**src/rtl/uart_tx_fifo.sv**
```systemverilog
// Byte FIFO feeding a UART transmitter through a tx_start/busy launch handshake.
// Define UART_TX_FIFO_OVERRUN_CNT_EN to add a saturating dropped-write counter port.
module uart_tx_fifo #(
  parameter int unsigned DEPTH_LOG2 = 4
) (
  input  logic                  clk,
  input  logic                  rst_n,
  input  logic                  wr_en,
  input  logic [7:0]            wr_data,
  output logic                  full,
  output logic                  empty,
  output logic [DEPTH_LOG2:0]   count,
  output logic                  overrun,
  output logic                  tx_start,
  output logic [7:0]            tx_data,
  input  logic                  tx_busy
`ifdef UART_TX_FIFO_OVERRUN_CNT_EN
  ,
  output logic [7:0]            overrun_cnt
`endif
);

  localparam int unsigned DEPTH = 2 ** DEPTH_LOG2;
  localparam int unsigned CNT_W = DEPTH_LOG2 + 1;
  localparam logic [DEPTH_LOG2:0] FULL_CNT = {1'b1, {DEPTH_LOG2{1'b0}}};

  typedef enum logic [1:0] {
    IDLE,
    WAIT_BUSY,
    WAIT_DONE
  } state_e;

  state_e                  state_q, state_d;
  logic [7:0]              mem_q [DEPTH];
  logic [7:0]              mem_d [DEPTH];
  logic [DEPTH_LOG2-1:0]   wr_ptr_q, wr_ptr_d;
  logic [DEPTH_LOG2-1:0]   rd_ptr_q, rd_ptr_d;
  logic [DEPTH_LOG2:0]     count_q, count_d;
  logic                    overrun_q, overrun_d;
  logic                    tx_start_q, tx_start_d;
  logic [7:0]              tx_data_q, tx_data_d;
  logic                    push, launch;

  assign full     = (count_q == FULL_CNT);
  assign empty    = (count_q == '0);
  assign count    = count_q;
  assign overrun  = overrun_q;
  assign tx_start = tx_start_q;
  assign tx_data  = tx_data_q;

  always_comb begin
    push       = wr_en && !full;
    launch     = (state_q == IDLE) && !empty && !tx_busy;
    state_d    = state_q;
    wr_ptr_d   = wr_ptr_q;
    rd_ptr_d   = rd_ptr_q;
    count_d    = count_q;
    tx_data_d  = tx_data_q;
    tx_start_d = launch;
    // full is the pre-edge value, so a write is dropped even when a pop frees a slot this cycle
    overrun_d  = wr_en && full;
    mem_d      = mem_q;

    if (push) begin
      mem_d[wr_ptr_q] = wr_data;
      wr_ptr_d        = wr_ptr_q + DEPTH_LOG2'(1);
    end

    unique case (state_q)
      IDLE: begin
        if (launch) begin
          tx_data_d = mem_q[rd_ptr_q];
          rd_ptr_d  = rd_ptr_q + DEPTH_LOG2'(1);
          state_d   = WAIT_BUSY;
        end
      end
      WAIT_BUSY: if (tx_busy)  state_d = WAIT_DONE;
      WAIT_DONE: if (!tx_busy) state_d = IDLE;
      default:   state_d = IDLE;
    endcase

    if (push && !launch)      count_d = count_q + CNT_W'(1);
    else if (!push && launch) count_d = count_q - CNT_W'(1);
  end

  always_ff @(posedge clk or negedge rst_n) begin
    if (!rst_n) begin
      state_q    <= IDLE;
      wr_ptr_q   <= '0;
      rd_ptr_q   <= '0;
      count_q    <= '0;
      overrun_q  <= 1'b0;
      tx_start_q <= 1'b0;
      tx_data_q  <= '0;
    end else begin
      state_q    <= state_d;
      wr_ptr_q   <= wr_ptr_d;
      rd_ptr_q   <= rd_ptr_d;
      count_q    <= count_d;
      overrun_q  <= overrun_d;
      tx_start_q <= tx_start_d;
      tx_data_q  <= tx_data_d;
    end
  end

  // Storage contents are meaningless after reset, so the array has no reset
  always_ff @(posedge clk) begin
    mem_q <= mem_d;
  end

`ifdef UART_TX_FIFO_OVERRUN_CNT_EN
  logic [7:0] ovf_cnt_q, ovf_cnt_d;

  always_comb begin
    ovf_cnt_d = ovf_cnt_q;
    if (wr_en && full && (ovf_cnt_q != 8'hFF)) ovf_cnt_d = ovf_cnt_q + 8'd1;
  end

  always_ff @(posedge clk or negedge rst_n) begin
    if (!rst_n) ovf_cnt_q <= '0;
    else        ovf_cnt_q <= ovf_cnt_d;
  end

  assign overrun_cnt = ovf_cnt_q;
`endif

endmodule

```
**config.mk**
```make
export PLATFORM = sky130hd
export DESIGN_NAME = uart_tx_fifo
export DESIGN_NICKNAME = d
export VERILOG_FILES = /design/src/rtl/uart_tx_fifo.sv
export SDC_FILE = /design/constraint.sdc
export NUM_CORES = 1
export LEC_CHECK = 0
export ABC_AREA = 1
export CELL_PAD_IN_SITES_DETAIL_PLACEMENT = 0
export CELL_PAD_IN_SITES_GLOBAL_PLACEMENT = 1
export CORE_UTILIZATION = 50
export CTS_BUF_LIST = sky130_fd_sc_hd__clkbuf_4
export CTS_CLUSTER_DIAMETER = 40
export DETAILED_ROUTE_END_ITERATION = 8
export PLACE_DENSITY = 0.87
export SKIP_LAST_GASP = 1
export SYNTH_ARGS = -nofsm -noshare
export SYNTH_HDL_FRONTEND = slang
export SYNTH_SLANG_ARGS = --single-unit
```
**constraint.sdc**
```tcl
create_clock -name clk -period 2.6 [get_ports clk]
set_clock_uncertainty 0.05 [all_clocks]
set_input_delay 0.39 -clock clk [delete_from_list [all_inputs] [get_ports clk]]
set_output_delay 0.39 -clock clk [all_outputs]
set_load 0.1 [all_outputs]
```
# [After elaboration in Yosys (flattened, before gate mapping)]
# Index checks and enable logic that the tools add are counted.
[word_totals] output_inout_bits=17 elab_cells=67 input_bits=12 ff_bits=153
[classes] add_sub_neg=4 n_reduce_logical=17 eq_ne=6 bitwise=2 n_lt_le_gt_ge=3 muxes=12
[ops] cell="$bwmux W128" n=1
[ops] cell="$bmux W8 S4" n=1
[ops] cell="$demux W8 S4" n=1
[ops] cell="$mux W8" n=3
[ops] cell="$ge A5 B5 Y1 const B" n=2
[ops] cell="$mux W5" n=2
[ops] cell="$not A4 Y5" n=2
[ops] cell="$add A4 B1 Y4 const B" n=2
[ops] cell="$logic_and A1 B1 Y1" n=7
[ops] cell="$mux W2" n=3
[ops] cell="$ne A2 B2 Y1 const B" n=3
[ops] cell="$pmux W2 S3" n=1
[ops] cell="$add A5 B1 Y5 const B" n=1
[ops] cell="$eq A5 B5 Y1 const B" n=1
[ops] cell="$logic_not A1 Y1" n=5
[ops] cell="$logic_not A5 Y1" n=1
[ops] cell="$lt A5 B1 Y1 const B" n=1
[ops] cell="$sub A5 B1 Y5 const B" n=1
[ops] cell="$reduce_and A3 Y1" n=1
[ops] cell="$eq A2 B1 Y1 const B" n=1
[ops] cell="$eq A2 B2 Y1 const B" n=1
[ops] cell="$logic_not A2 Y1" n=1
[ops] cell="$reduce_and A2 Y1" n=1
[ops] cell="$reduce_bool A2 Y1" n=1

# [Longest topological paths before layout]
[depth] word_depth=7 depth_mapped=13 depth_no_buf=13

# [Worst setup path after synthesis]
# No wires, ideal clock.
[synth_path] path_kind="register to register" start="reg count_q[1], in the netlist count[1]" end="reg count_q[4], in the netlist count[4]" n_path_buf=1 period_less_slack_ns=2.937 path_stages_with_launch=14 arrival_time_ns=2.764 setup_ns=0.122 slack_ns=-0.337 required_ns=2.428 cell_sequence="dfrtp_1 nor4_2 nand2_1 nand2_2 buf_4 ha_1 inv_1 ha_1 a21oi_1 o21ai_0 a21oi_1 o21ai_0 nand2_1 nand2_1"
[synth_between] elab_chain_cells=7 elab_cells_between_ends=16 cone_classes="add/sub (2); eq/ne (1); mux (2); reduce/logical (11)"
[synth_rtl] item="start: declaration" line="38" rtl="logic [DEPTH_LOG2:0] count_q, count_d;"
[synth_rtl] item="start signal: assignment" line="99" rtl="count_q <= count_d;"
[synth_rtl] item="parallel branches: the longest is 7 deep, another holds $sub A5 B1 Y5"
# Several ways; the timed one is not identified. The select of a mux whose other input is x is not followed.
# A chain may end at the register's enable or synchronous reset.

# [Worst setup path in the final report]
[layout_path] start="reg count_q[1], in the netlist count[1]" end="reg count_q[4], in the netlist count[4]"
[layout_between] elab_cells_between_ends=16 cone_classes="add/sub (2); eq/ne (1); mux (2); reduce/logical (11)"
[layout_rtl] item="$eq A5 B5 Y1 (*)" line="44" rtl="assign full = (count_q == FULL_CNT);"
[layout_rtl] item="$logic_not A1 Y1 (*)" line="52" rtl="push = wr_en && !full;"
[layout_rtl] item="$logic_and A1 B1 Y1 (*)" line="52"
[layout_rtl] item="named net push" line="42" rtl="logic push, launch;"
[layout_rtl] item="$logic_not A1 Y1" line="83" rtl="else if (!push && launch) count_d = count_q - CNT_W'(1);"
[layout_rtl] item="$logic_and A1 B1 Y1" line="83"
[layout_rtl] item="$reduce_bool A2 Y1 (no line)"
# The timed path passes the listed nets; every way through them passes the cells marked *. The select of a mux whose other input is x is not followed.

==> out/qor.csv <==
metric,value,unit
Post-Syn Area,0.00682,mm²
initial antenna violation count,0,
CP top delay family,simple AND/OR/NAND/NOR gates,
Yosys reg bits,153,
CP max stage delay,530,ps
Reg2Reg Depth,11,
final RePlAce weighted congestion,0.818,
Root Driver,clkbuf_4,
# placed instances,880,
Hold Buf Count CTS,0,
share of the synthesized area in the top cell type,0.564,
R2R Setup Slk,170,ps
Post-DP HPWL,8970,µm
synth warn,0,
Max H-tree Level,4,
initial DRC count,308,
PortBufs,28,
Layout Nets,747,
Num Clock Sinks,153,
Reg-to-Reg Start,count[1],
clock latency on the worst-skew pair,550,ps
first-pass GRT wire length,22500,µm
Pleak,0.00340,µW
Clock Tree Buf Depth,2,
post-route insts no fill,913,
die area,0.0141,mm²
Core ar.,0.0133,mm²
Setup TNS Final,0,ps
ant diodes,0,
PwrDens,1080,mW/mm²
Critical Path End Type,flop,
peak supply drop,0.514,mV
final hold slack,239,ps
Rel. slew slack,0.458,
drt drc,0,
Gate Count Post-Synth,679,
TritonCTS Buffers,17,
via count,4535,
HP Class,in2async,
largest net degree at the start of global routing,43,
WP data required,3030,ps
placement row count,42,
CTS tree,yes,
Global Route Usage Sum,0.213,
unrepaired setup endpoints after global routing,no,
Die Ht,119,µm
kind of critical path,reg2reg,
Final period util,0.935,
status,"finished, final reports clean",
"critical path fanouts, max",4,
total wire length,13700,µm
vias in the first global route,4407,
critical path startpoint category,flop,
final instance area,0.00766,mm²
chip width,119,µm
share of layout cells above drive strength 1,0.122,
Via density,4.97,
I/O pin cnt,29,
top cell type by total area after synthesis,edfxtp_1,
most frequent CP cell,nand2_1,
Max-Cap Viols,0,
Avg WL per Cell,15.0,µm
syn avg cell area,10.0,µm²
"Distinct cells, synth",24,
FILL cells,1148,
remaining global-route overflow,0,
CP bufs+invs,1,
syn nets,702,
"Reg clk slew, reported paths",130,ps
worst path arrival time,2860,ps
post-synthesis sequential area ratio,0.656,
Layout area overhead,12.3,%
CP cell instances,"nor4_4, nand2_2, nand2_1, inv_1, ha_2, fa_1, o21ai_1, a21oi_2, o21ai_0, nand2_1, nand2_1",
max-slew violations,0,
CP max-delay cell,dfrtp_4,
min Tclk post-route,2430,ps
first drt pass iteration count,4,
RR Endpoint,count[4],
Worst Max-Slew Pin Slew,810,ps
Post-DP Area,0.00737,mm²
ranking of synthesized cells by area,"edfxtp_1 56%, nand2_1 12%, dfrtp_1 9.2%, nand3_1 7.3%, inv_1 6.4%",
Starting Density,0.513,
endpoints failing setup,0,
endpoints failing hold,0,
ANT nets after route,0,
Achievable Freq,411,MHz
-- final cells by class --
class | instances | area [µm²] | share of cell area
Clock inverter | 12 | 101 | 0.0132
Clock buffer | 20 | 150 | 0.0196
Multi-Input combinational cell | 377 | 1770 | 0.231
Sequential cell | 153 | 4480 | 0.586
Timing Repair Buffer | 56 | 485 | 0.0634
Tap cell | 176 | 220 | 0.0288
Inverter | 119 | 449 | 0.0587
-- repair_timing --
| item | 4_1_cts | 5_1_grt |
|---|---|---|
| pin swaps | 1 | 2 |
| resized for setup | 0 | 5 |
| setup endpoints to repair | 1 | 1 |
| setup buffers | 0 | 1 |
-- layer usage --
| metal | vias to the layer above | GRT usage | share of wire |
|---|---|---|---|
| li1 | 2273 | - | - |
| met1 | 2107 | 0.281 | 0.45 |
| met2 | 130 | 0.336 | 0.47 |
| met3 | 25 | 0.0637 | 0.061 |
| met4 | 0 | 0.0704 | 0.019 |
| met5 | - | 0 | 0 |
-- through the flow --
stage,total power [µW],utilization,worst slack (ps)
after floorplan,6010,-,2.46
after global placement,6870,0.555,57.2
after detailed placement,6960,0.555,9.76
after CTS,8280,0.573,2.45
after global routing,8810,0.576,29.2
final,8290,0.576,169
-- power by group --
part           internal [µW]  switching [µW]  total, µW
logic                   1040            2600       3640
clock network            502             827       1330
registers               3030             286       3320
total                   4580            3710       8290
-- worst max path at each step --
stage              from       end  depth (start not counted)
6_report       count[1]  count[4]                         11
5_1_grt        count[1]  count[4]                         13
4_1_cts        count[2]  count[4]                         13
3_5_place_dp    tx_busy  count[4]                         12
3_3_place_gp    tx_busy  count[4]                         12
2_1_floorplan  count[2]  count[4]                         13
-- cells by family (layout without fill, tap and decap cells) --
group           after synthesis  after routing  synth area share
simple gates                345            345             0.213
flops                       153            153             0.656
buf+inv                     149            207            0.0903
compound gates               14             14            0.0110
fa+ha+maj                    11             11            0.0213
xor+xnor                      7              7           0.00899
-- cell usage after synthesis, drive strengths merged --
cell / n
nand2: 227
edfxtp: 128
inv: 118
nand3: 99
buf: 25
dfrtp: 25
nor3: 17
ha: 10
o21ai: 8
clkbuf: 5
a21oi: 4
xor2: 4
xnor2: 3
clkinv: 1
fa: 1
nor2: 1
nor4: 1
o211ai: 1
o31ai: 1
-- flip-flops by register name (all words and copies together), names as in the netlist --
name      count
count         5
mem_q       128
overrun       1
rd_ptr_q      4
state_q       2
tx_data       8
tx_start      1
wr_ptr_q      4
-- layout by cell type, fill, tap and decap left out, types with 4 or more instances in the layout --
| master | count |
|---|---|
| o21ai_0 | 7 |
| nand3_1 | 99 |
| inv_1 | 115 |
| buf_4 | 42 |
| clkdlybuf4s50_1 | 11 |
| clkinv_1 | 4 |
| clkbuf_4 | 20 |
| nor3_1 | 17 |
| edfxtp_1 | 128 |
| nand2_1 | 225 |
| xor2_1 | 4 |
| ha_1 | 8 |
| dfrtp_1 | 19 |
Power figures use the tool's default switching activity.
